$ cat src/rtl/avalon_ibex_bridge_pkg.sv
// Shared types and the address translation helper for the ibex-to-Avalon bridge.
package avalon_ibex_pkg;

  typedef enum logic [1:0] {
    OKAY      = 2'b00,
    RESERVED  = 2'b01,
    SLVERR    = 2'b10,
    DECODEERR = 2'b11
  } resp_e;

  typedef enum logic [1:0] {
    CMD_IDLE = 2'b00,
    CMD_RD   = 2'b01,
    CMD_WR   = 2'b10
  } cmd_state_e;

  // Widest address the helper handles; callers truncate to their own width.
  localparam int unsigned XlateWidth = 64;

  function automatic logic [XlateWidth-1:0] addr_xlate(input logic [XlateWidth-1:0] addr,
                                                       input bit                    word_addr,
                                                       input int unsigned           be_width);
    if (!word_addr) begin
      return addr;
    end
    return (be_width == 8) ? (addr >> 3) : (addr >> 2);
  endfunction

endpackage

$ cat src/rtl/avalon_ibex_bridge_if.sv
// Core LSU handshake plus Avalon-MM master signals carried by the bridge.
interface avalon_ibex_bridge_if #(
  parameter int unsigned AddrWidth = 32,
  parameter int unsigned DataWidth = 32
);
  localparam int unsigned BeWidth = DataWidth / 8;

  logic                 req_i;
  logic                 we_i;
  logic [BeWidth-1:0]   be_i;
  logic [AddrWidth-1:0] addr_i;
  logic [DataWidth-1:0] wdata_i;
  logic                 gnt_o;
  logic                 rvalid_o;
  logic [DataWidth-1:0] rdata_o;
  logic                 err_o;

  logic [AddrWidth-1:0] avm_address;
  logic [BeWidth-1:0]   avm_byteenable;
  logic                 avm_read;
  logic                 avm_write;
  logic [DataWidth-1:0] avm_writedata;
  logic                 avm_waitrequest;
  logic                 avm_readdatavalid;
  logic [DataWidth-1:0] avm_readdata;
  logic [1:0]           avm_response;

  // Bridge side: slave to the core, master on Avalon.
  modport slave (
    input  req_i, we_i, be_i, addr_i, wdata_i,
    input  avm_waitrequest, avm_readdatavalid, avm_readdata, avm_response,
    output gnt_o, rvalid_o, rdata_o, err_o,
    output avm_address, avm_byteenable, avm_read, avm_write, avm_writedata
  );

  // Environment side: drives the core requests and models the Avalon fabric.
  modport master (
    output req_i, we_i, be_i, addr_i, wdata_i,
    output avm_waitrequest, avm_readdatavalid, avm_readdata, avm_response,
    input  gnt_o, rvalid_o, rdata_o, err_o,
    input  avm_address, avm_byteenable, avm_read, avm_write, avm_writedata
  );

endinterface

$ cat src/rtl/avalon_ibex_bridge.sv
// Bridges the ibex req/gnt/rvalid LSU protocol to a pipelined Avalon-MM master
// with up to MaxOutstanding reads in flight and in-order responses.
module avalon_ibex_bridge
  import avalon_ibex_pkg::*;
#(
  parameter int unsigned AddrWidth      = 32,
  parameter int unsigned DataWidth      = 32,
  parameter int unsigned MaxOutstanding = 4,
  parameter int unsigned WordAddr       = 1
) (
  input  logic                  clk_i,
  input  logic                  rst_i,
  avalon_ibex_bridge_if.slave   bus_io,
  output logic                  busy_o
);

  localparam int unsigned BeWidth = DataWidth / 8;
  localparam int unsigned CntW    = $clog2(MaxOutstanding + 1);
  localparam int unsigned OccW    = CntW + 1;

  cmd_state_e           state_q, state_d;
  logic [AddrWidth-1:0] addr_q, addr_d;
  logic [BeWidth-1:0]   be_q, be_d;
  logic [DataWidth-1:0] wdata_q, wdata_d;
  logic [CntW-1:0]      rd_cnt_q, rd_cnt_d;
  logic                 wr_resp_pend_q, wr_resp_pend_d;
  logic                 rvalid_q, rvalid_d;
  logic [DataWidth-1:0] rdata_q, rdata_d;
  logic                 err_q, err_d;

  logic                  cmd_free, rd_inflight, rd_retire, wr_retire, rsp_dec;
  logic                  can_rd, can_wr, gnt;
  logic [OccW-1:0]       rd_occ;
  logic [XlateWidth-1:0] addr_wide;
  logic                  unused_xlate;

  assign cmd_free    = (state_q == CMD_IDLE) | ~bus_io.avm_waitrequest;
  assign rd_inflight = (state_q == CMD_RD);
  assign rd_retire   = (state_q == CMD_RD) & ~bus_io.avm_waitrequest;
  assign wr_retire   = (state_q == CMD_WR) & ~bus_io.avm_waitrequest;
  // Late data with nothing outstanding (e.g. after reset) is dropped.
  assign rsp_dec     = bus_io.avm_readdatavalid & (rd_cnt_q != '0);

  // Occupancy counts the read sitting in the command register and credits a
  // same-cycle return, so a full pipe reopens the moment data comes back.
  assign rd_occ = OccW'(rd_cnt_q) + OccW'(rd_inflight) - OccW'(rsp_dec);

  assign can_rd = cmd_free & ~wr_resp_pend_q
                & ~((state_q == CMD_WR) & bus_io.avm_waitrequest)
                & (rd_occ < OccW'(MaxOutstanding));
  assign can_wr = cmd_free & (rd_cnt_q == '0) & (state_q != CMD_RD) & ~wr_resp_pend_q;
  assign gnt    = ~rst_i & bus_io.req_i & (bus_io.we_i ? can_wr : can_rd);

  assign addr_wide    = addr_xlate(XlateWidth'(bus_io.addr_i), WordAddr != 0, BeWidth);
  assign unused_xlate = ^addr_wide;

  always_comb begin
    state_d = state_q;
    addr_d  = addr_q;
    be_d    = be_q;
    wdata_d = wdata_q;
    if (gnt) begin
      addr_d  = addr_wide[AddrWidth-1:0];
      be_d    = bus_io.be_i;
      wdata_d = bus_io.wdata_i;
      state_d = bus_io.we_i ? CMD_WR : CMD_RD;
    end else if (cmd_free) begin
      state_d = CMD_IDLE;
    end
  end

  always_comb begin
    rd_cnt_d = rd_cnt_q;
    unique case ({rd_retire, rsp_dec})
      2'b10:   rd_cnt_d = rd_cnt_q + CntW'(1);
      2'b01:   rd_cnt_d = rd_cnt_q - CntW'(1);
      default: rd_cnt_d = rd_cnt_q;
    endcase
    wr_resp_pend_d = wr_retire;
    rvalid_d       = rsp_dec | wr_retire;
    rdata_d        = rsp_dec ? bus_io.avm_readdata : '0;
    err_d          = rsp_dec & (bus_io.avm_response != OKAY);
  end

  always_ff @(posedge clk_i) begin
    if (rst_i) begin
      state_q        <= CMD_IDLE;
      addr_q         <= '0;
      be_q           <= '0;
      wdata_q        <= '0;
      rd_cnt_q       <= '0;
      wr_resp_pend_q <= 1'b0;
      rvalid_q       <= 1'b0;
      rdata_q        <= '0;
      err_q          <= 1'b0;
    end else begin
      state_q        <= state_d;
      addr_q         <= addr_d;
      be_q           <= be_d;
      wdata_q        <= wdata_d;
      rd_cnt_q       <= rd_cnt_d;
      wr_resp_pend_q <= wr_resp_pend_d;
      rvalid_q       <= rvalid_d;
      rdata_q        <= rdata_d;
      err_q          <= err_d;
    end
  end

  assign bus_io.gnt_o          = gnt;
  assign bus_io.rvalid_o       = rvalid_q;
  assign bus_io.rdata_o        = rdata_q;
  assign bus_io.err_o          = err_q;
  assign bus_io.avm_address    = addr_q;
  assign bus_io.avm_byteenable = be_q;
  assign bus_io.avm_writedata  = wdata_q;
  assign bus_io.avm_read       = (state_q == CMD_RD);
  assign bus_io.avm_write      = (state_q == CMD_WR);

  assign busy_o = (state_q != CMD_IDLE) | (rd_cnt_q != '0) | wr_resp_pend_q;

endmodule

$ cat src/flat_wrapper.sv
// flat-port wrapper written by rule: the top's interface ports become plain ports
module avalon_ibex_bridge_flat import avalon_ibex_pkg::*;
#(
  parameter int unsigned AddrWidth      = 32,
  parameter int unsigned DataWidth      = 32,
  parameter int unsigned MaxOutstanding = 4,
  parameter int unsigned WordAddr       = 1
)
  (clk_i, rst_i, busy_o, bus_io_req_i, bus_io_we_i, bus_io_be_i, bus_io_addr_i, bus_io_wdata_i, bus_io_avm_waitrequest, bus_io_avm_readdatavalid, bus_io_avm_readdata, bus_io_avm_response, bus_io_gnt_o, bus_io_rvalid_o, bus_io_rdata_o, bus_io_err_o, bus_io_avm_address, bus_io_avm_byteenable, bus_io_avm_read, bus_io_avm_write, bus_io_avm_writedata);
  avalon_ibex_bridge_if #(.AddrWidth(AddrWidth), .DataWidth(DataWidth)) bus_io_i ();
  input  logic clk_i;
  input  logic rst_i;
  output logic busy_o;
  input wire logic [$bits(bus_io_i.req_i)-1:0] bus_io_req_i;
  input wire logic [$bits(bus_io_i.we_i)-1:0] bus_io_we_i;
  input wire logic [$bits(bus_io_i.be_i)-1:0] bus_io_be_i;
  input wire logic [$bits(bus_io_i.addr_i)-1:0] bus_io_addr_i;
  input wire logic [$bits(bus_io_i.wdata_i)-1:0] bus_io_wdata_i;
  input wire logic [$bits(bus_io_i.avm_waitrequest)-1:0] bus_io_avm_waitrequest;
  input wire logic [$bits(bus_io_i.avm_readdatavalid)-1:0] bus_io_avm_readdatavalid;
  input wire logic [$bits(bus_io_i.avm_readdata)-1:0] bus_io_avm_readdata;
  input wire logic [$bits(bus_io_i.avm_response)-1:0] bus_io_avm_response;
  output wire logic [$bits(bus_io_i.gnt_o)-1:0] bus_io_gnt_o;
  output wire logic [$bits(bus_io_i.rvalid_o)-1:0] bus_io_rvalid_o;
  output wire logic [$bits(bus_io_i.rdata_o)-1:0] bus_io_rdata_o;
  output wire logic [$bits(bus_io_i.err_o)-1:0] bus_io_err_o;
  output wire logic [$bits(bus_io_i.avm_address)-1:0] bus_io_avm_address;
  output wire logic [$bits(bus_io_i.avm_byteenable)-1:0] bus_io_avm_byteenable;
  output wire logic [$bits(bus_io_i.avm_read)-1:0] bus_io_avm_read;
  output wire logic [$bits(bus_io_i.avm_write)-1:0] bus_io_avm_write;
  output wire logic [$bits(bus_io_i.avm_writedata)-1:0] bus_io_avm_writedata;
  assign bus_io_i.req_i = bus_io_req_i;
  assign bus_io_i.we_i = bus_io_we_i;
  assign bus_io_i.be_i = bus_io_be_i;
  assign bus_io_i.addr_i = bus_io_addr_i;
  assign bus_io_i.wdata_i = bus_io_wdata_i;
  assign bus_io_i.avm_waitrequest = bus_io_avm_waitrequest;
  assign bus_io_i.avm_readdatavalid = bus_io_avm_readdatavalid;
  assign bus_io_i.avm_readdata = bus_io_avm_readdata;
  assign bus_io_i.avm_response = bus_io_avm_response;
  assign bus_io_gnt_o = bus_io_i.gnt_o;
  assign bus_io_rvalid_o = bus_io_i.rvalid_o;
  assign bus_io_rdata_o = bus_io_i.rdata_o;
  assign bus_io_err_o = bus_io_i.err_o;
  assign bus_io_avm_address = bus_io_i.avm_address;
  assign bus_io_avm_byteenable = bus_io_i.avm_byteenable;
  assign bus_io_avm_read = bus_io_i.avm_read;
  assign bus_io_avm_write = bus_io_i.avm_write;
  assign bus_io_avm_writedata = bus_io_i.avm_writedata;
  avalon_ibex_bridge #(.AddrWidth(AddrWidth), .DataWidth(DataWidth), .MaxOutstanding(MaxOutstanding), .WordAddr(WordAddr)) u_core (.clk_i(clk_i), .rst_i(rst_i), .bus_io(bus_io_i), .busy_o(busy_o));
endmodule
$ cat config.mk
export PLATFORM = sky130hd
export DESIGN_NAME = avalon_ibex_bridge_flat
export DESIGN_NICKNAME = d
export VERILOG_FILES = /design/src/rtl/avalon_ibex_bridge_pkg.sv /design/src/rtl/avalon_ibex_bridge_if.sv /design/src/rtl/avalon_ibex_bridge.sv /design/src/flat_wrapper.sv
export SDC_FILE = /design/constraint.sdc
export NUM_CORES = 1
export LEC_CHECK = 0
export CORE_MARGIN = 2
export CORE_UTILIZATION = 33
export CTS_BUF_LIST = sky130_fd_sc_hd__clkbuf_16
export DETAILED_ROUTE_END_ITERATION = 12
export PLACE_DENSITY = 0.73
export SETUP_SLACK_MARGIN = 0.15
export SLEW_MARGIN = 15
export SYNTH_ARGS = -nofsm -noshare
export SYNTH_HDL_FRONTEND = slang
export SYNTH_SLANG_ARGS = --single-unit
$ cat constraint.sdc
create_clock -name clk_i -period 2.85 [get_ports clk_i]
set_input_delay 0.4275 -clock clk_i [delete_from_list [all_inputs] [get_ports clk_i]]
set_output_delay 0.4275 -clock clk_i [all_outputs]
set_load 0.02 [all_outputs]
**Yosys cells after proc, flatten, opt, wreduce, memory -nomap -nowiden**

Index checks and enable logic that the tools add are counted.

- Register bits after elaboration: 106

- $add $sub $neg: 4
- Magnitude comparators: 1
- Equality and inequality tests: 5
- Multiplexer cells: 5
- Bitwise logic cells: 22
- Reduce and logical (&&, ||, !) cells: 8

Operators with widths:

| cell | number |
|---|---|
| AND 1 bit | 13 |
| nonzero test 2 bit | 4 |
| two-way mux 2 bit | 3 |
| one-hot mux 3 bit (2 select lines) | 1 |
| NOT 1 bit | 5 |
| adder 3 x 1 -> 4 bit | 1 |
| == test 2 x 1 -> 1 bit (second input constant) | 2 |
| == test 2 bit (second input constant) | 2 |
| < comparator 4 x 3 -> 1 bit (second input constant) | 1 |
| OR 1 bit | 4 |
| subtractor 4 x 1 -> 4 bit | 1 |
| adder 3 x 1 -> 3 bit (second input constant) | 1 |
| logical NOT 3 bit | 1 |
| nonzero test 3 bit | 1 |
| subtractor 3 x 1 -> 3 bit (second input constant) | 1 |
| logical NOT 2 bit | 1 |
| inequality test 2 x 1 -> 1 bit (second input constant) | 1 |
| OR reduction 2 bit | 1 |
| two-way mux 1 bit | 1 |

**Longest topological paths before layout**

- Depth in word-level cells: 8
- Depth in mapped cells: 11

**Worst setup path after synthesis**

OpenSTA, ideal clock, no wires.

- Path kind: input-to-output
- Start point: input bus_io_avm_readdatavalid
- End point: output bus_io_gnt_o
- Data arrival time: 2174 ps
- Required time: 2423 ps
- Path slack: 249 ps
- Stages on the path: 9
- Path buffers: 2
- Path through: o21ai_0 nand2b_1 ha_1 a21o_1 a2111oi_1 o41ai_2 buf_6 inv_2 buf_4

- Word-level cells in the longest chain between the ends: 6

RTL lines:

| item | line | source |
|---|---|---|
| start: declaration | flat_wrapper.sv:20 | `input wire logic [$bits(bus_io_i.avm_readdatavalid)-1:0] bus_io_avm_readdatavalid;` |
| AND 1 bit | avalon_ibex_bridge.sv:42 | `assign rsp_dec = bus_io.avm_readdatavalid & (rd_cnt_q != '0);` |
| subtractor 4 x 1 -> 4 bit | avalon_ibex_bridge.sv:46 | `assign rd_occ = OccW'(rd_cnt_q) + OccW'(rd_inflight) - OccW'(rsp_dec);` |
| < comparator 4 x 3 -> 1 bit | avalon_ibex_bridge.sv:50 | `& (rd_occ < OccW'(MaxOutstanding));` |
| AND 1 bit | avalon_ibex_bridge.sv:50 |  |
| two-way mux 1 bit | avalon_ibex_bridge.sv:52 | `assign gnt = ~rst_i & bus_io.req_i & (bus_io.we_i ? can_wr : can_rd);` |
| AND 1 bit | avalon_ibex_bridge.sv:52 |  |
| end: declaration | flat_wrapper.sv:23 | `output wire logic [$bits(bus_io_i.gnt_o)-1:0] bus_io_gnt_o;` |

No other way between the ends.

**Worst setup path after layout**

Ends and elaborated chain as after synthesis.

==> reports/results.tsv <==
metric	value	unit
outcome	finished, final reports clean	
gpl congestion	0.7899	
CP Capture Type	output port	
CP max-delay cell	o41ai_4	
die area	13380	µm²
Worst R2R Path Depth	11	
largest net degree at the start of global routing	93	
Slew Viols, Final	0	
worst hold margin	0.4714	ns
total CTS buffers	9	
Cell Rows	40	
CP Cell Sequence	dlygate4sd2_1, o21ai_2, nand2b_4, ha_4, a21o_1, a2111oi_2, buf_4, o41ai_4, inv_2, buf_6	
synthesis-stage register bit count	106	
routed length per placed instance	13.79	µm
metal3 WL	980	µm
initial antenna violation count	0	
CP required	2.42	ns
final worst path period share	0.9293	
total power	4027	µW
I/O pins	214	
Critical Path Fanout Max	3	
share of cells above drive strength 1	0.1583	
Setup TNS	0	ns
worst-skew pair later-pin latency	0.34	ns
CTS tree	done	
Post-synth EDFFs	0	
FF/Latch Area	2125	µm²
Std-Cell Core Area	12110	µm²
Overflow after GRT	0	
first-pass GRT wire length	15.73	mm
Initial Utilization	0.3399	
final antenna-violating net count	0	
cts hold-fix bufs	0	
IO Port Bufs	209	
Seq/Total Area, Yosys	0.5155	
hold depth	2	
Cell variety after synth	35	
HPWL Detailed	7.451	mm
timing-limited maximum frequency	377.6	MHz
CP Launch Type	input port	
unrepaired setup endpoints after global routing	true	
final WL	10.33	mm
asr flop ratio synth	0	
Cells after Synth	362	
synthesized area per cell	11.37	µm²
synthesis-to-layout area growth	65.26	%
Final Hold Viols	0	
vias in the first global route	3370	
M1 WL	4.110	mm
Post-synth top flop	dfxtp_1	
headroom to the max-slew limit	0.4595	
clock sink total	106	
uppermost routed layer	met4	
max incr delay on CP	0.41	ns
n_diodes	0	
# setup viols final	0	
die width	115.7	µm
wire length on met2	4.982	mm
via count	3249	
Yosys warnings	0	
crit path DAT	2.22	ns
Layout Skew	0.005571	ns
Die H	115.7	µm
Multi-input gate area	1893	µm²
IR drop worst, VDD	353.1	µV
Max Cap Viol	0	
Worst Tran Pin Value	0.8107	ns
Root Buffer	clkbuf_16	
1st-pass router iterations	4	
PwrDens	591.9	nW/µm²
Worst Path Class, Setup	input port to output port	
Clk pin slew, worst setup/hold paths	0.07	ns
clock buffer depth	2	
Leak	0.002705	µW
DRC violation count after routing	0	
DRT iter0 DRCs	140	
final net count	689	
vias per cell	4.338	
Final min period	2.648	ns
CTS H-tree lvls	3	
Worst Hold Class	register to register	
Filler cells	1073	
GRT Overall Usage	0.1505	
mapped cell area	4116	µm²
## synthesized netlist by cell type, types with 2 or more instances
cell       instances  area share
dfxtp_1          106        0.52
and2_1            33       0.050
nor2_1             5      0.0046
xor2_1             2      0.0043
mux2i_1           19       0.046
buf_4              4      0.0073
mux2_2            27       0.074
nand2_1            3      0.0027
mux2_4            20       0.073
ha_1               3      0.0091
clkbuf_1          13       0.012
a2111oi_1          2      0.0049
nand3_1            2      0.0024
buf_6              3      0.0082
inv_1              7      0.0064
buf_2              2      0.0024
a221oi_1           2      0.0043
nand2b_1          41       0.062
a21oi_1            3      0.0036
nor2b_1           48       0.073
o21ai_0            2      0.0024
a21o_1             2      0.0036
## power by group
| group | switching, µW | leakage (µW) | internal [µW] |
|---|---|---|---|
| Clock | 529 | 0.000157 | 762 |
| Combinational | 444 | 0.00168 | 602 |
| Sequential | 66.3 | 0.000868 | 1620 |
| Total | 1040 | 0.00270 | 2990 |
## placed cells by master, fill, tap and decap left out, types with 5 or more instances in the layout
cell / netlist / final
mux2i_1: 19 / 19
dfxtp_1: 106 / 104
nand2b_1: 41 / 40
mux2_2: 27 / 27
inv_1: 7 / 7
nor2b_1: 48 / 47
and2_1: 33 / 33
clkdlybuf4s50_1: 0 / 206
mux2_4: 20 / 20
buf_4: 4 / 14
clkbuf_16: 0 / 10
nor2_1: 5 / 5
## state kept, by name, summed over array words and instances (netlist names)
name	count
u_core.bus_io.avm_writedata	32
u_core.bus_io.rdata_o	32
u_core.bus_io.err_o	1
u_core.state_q	2
u_core.rd_cnt_q	3
u_core.wr_resp_pend_q	1
u_core.bus_io.rvalid_o	1
u_core.bus_io.avm_byteenable	4
u_core.bus_io.avm_address	30
## worst max-delay path, delay by kind of cell
family / cells / cell delay, ns
adder cells (fa/ha/maj): 1 / 0.25
buffers and inverters: 4 / 0.64
AND/OR/NAND/NOR: 1 / 0.15
AO/OA/AOI/OAI: 4 / 0.75
## final timing paths
path / from / end / slack, ns
setup / recovery: bus_io_avm_readdatavalid / bus_io_gnt_o / 0.20
hold / removal: u_core.bus_io.avm_address[3] / u_core.bus_io.avm_address[3] / 0.47
setup reg to reg: u_core.rd_cnt_q[1] / u_core.bus_io.avm_writedata[18] / 0.32
hold reg to reg: u_core.bus_io.avm_address[3] / u_core.bus_io.avm_address[3] / 0.47
## routing by layer
metal / global-route usage / vias to the layer above
met4: 0.07302 / 0
met2: 0.2565 / 140
met1: 0.1664 / 1484
li1: - / 1606
met5: 0 / -
met3: 0.05492 / 19
## metrics by stage
stage / cells / util / area [µm²] / setup slack (ns)
2_1_floorplan: 363 / - / 4120 / 0.2488
3_3_place_gp: 730 / 0.5283 / 6399 / -0.5528
3_5_place_dp: 730 / 0.5283 / 6399 / -0.5997
4_1_cts: 746 / 0.5560 / 6734 / 0.1638
5_1_grt: 749 / 0.5617 / 6803 / 0.05412
6_report: 749 / 0.5617 / 6803 / 0.2016
## logic make-up after synthesis
family                     share of synthesized area
muxes                                         0.1930
and+or+nand+nor                               0.2070
buffers and inverters                        0.03708
adders and majority gates                    0.01398
xor gates and xnor gates                    0.004256
DFF                                           0.5155
AOI/OAI and AO/OA                            0.02827
other                                      0.0009110
## area by class of cell
type                       count  share of cell area
timing repair buffer         225              0.3289
multi-input combinational    227              0.2783
inverter                       8            0.004414
sequential                   106              0.3123
clock buffer                   9             0.03311
clock inverter                 6             0.01214
tap                          168             0.03090
## timing repair
action	4_1_cts	5_1_grt
setup buffers	1	2
resized for setup	15	8
pin swaps	4	4
setup endpoints to repair	48	48
gates cloned	0	1
Note: power is estimated with default switching activity, not from simulation.
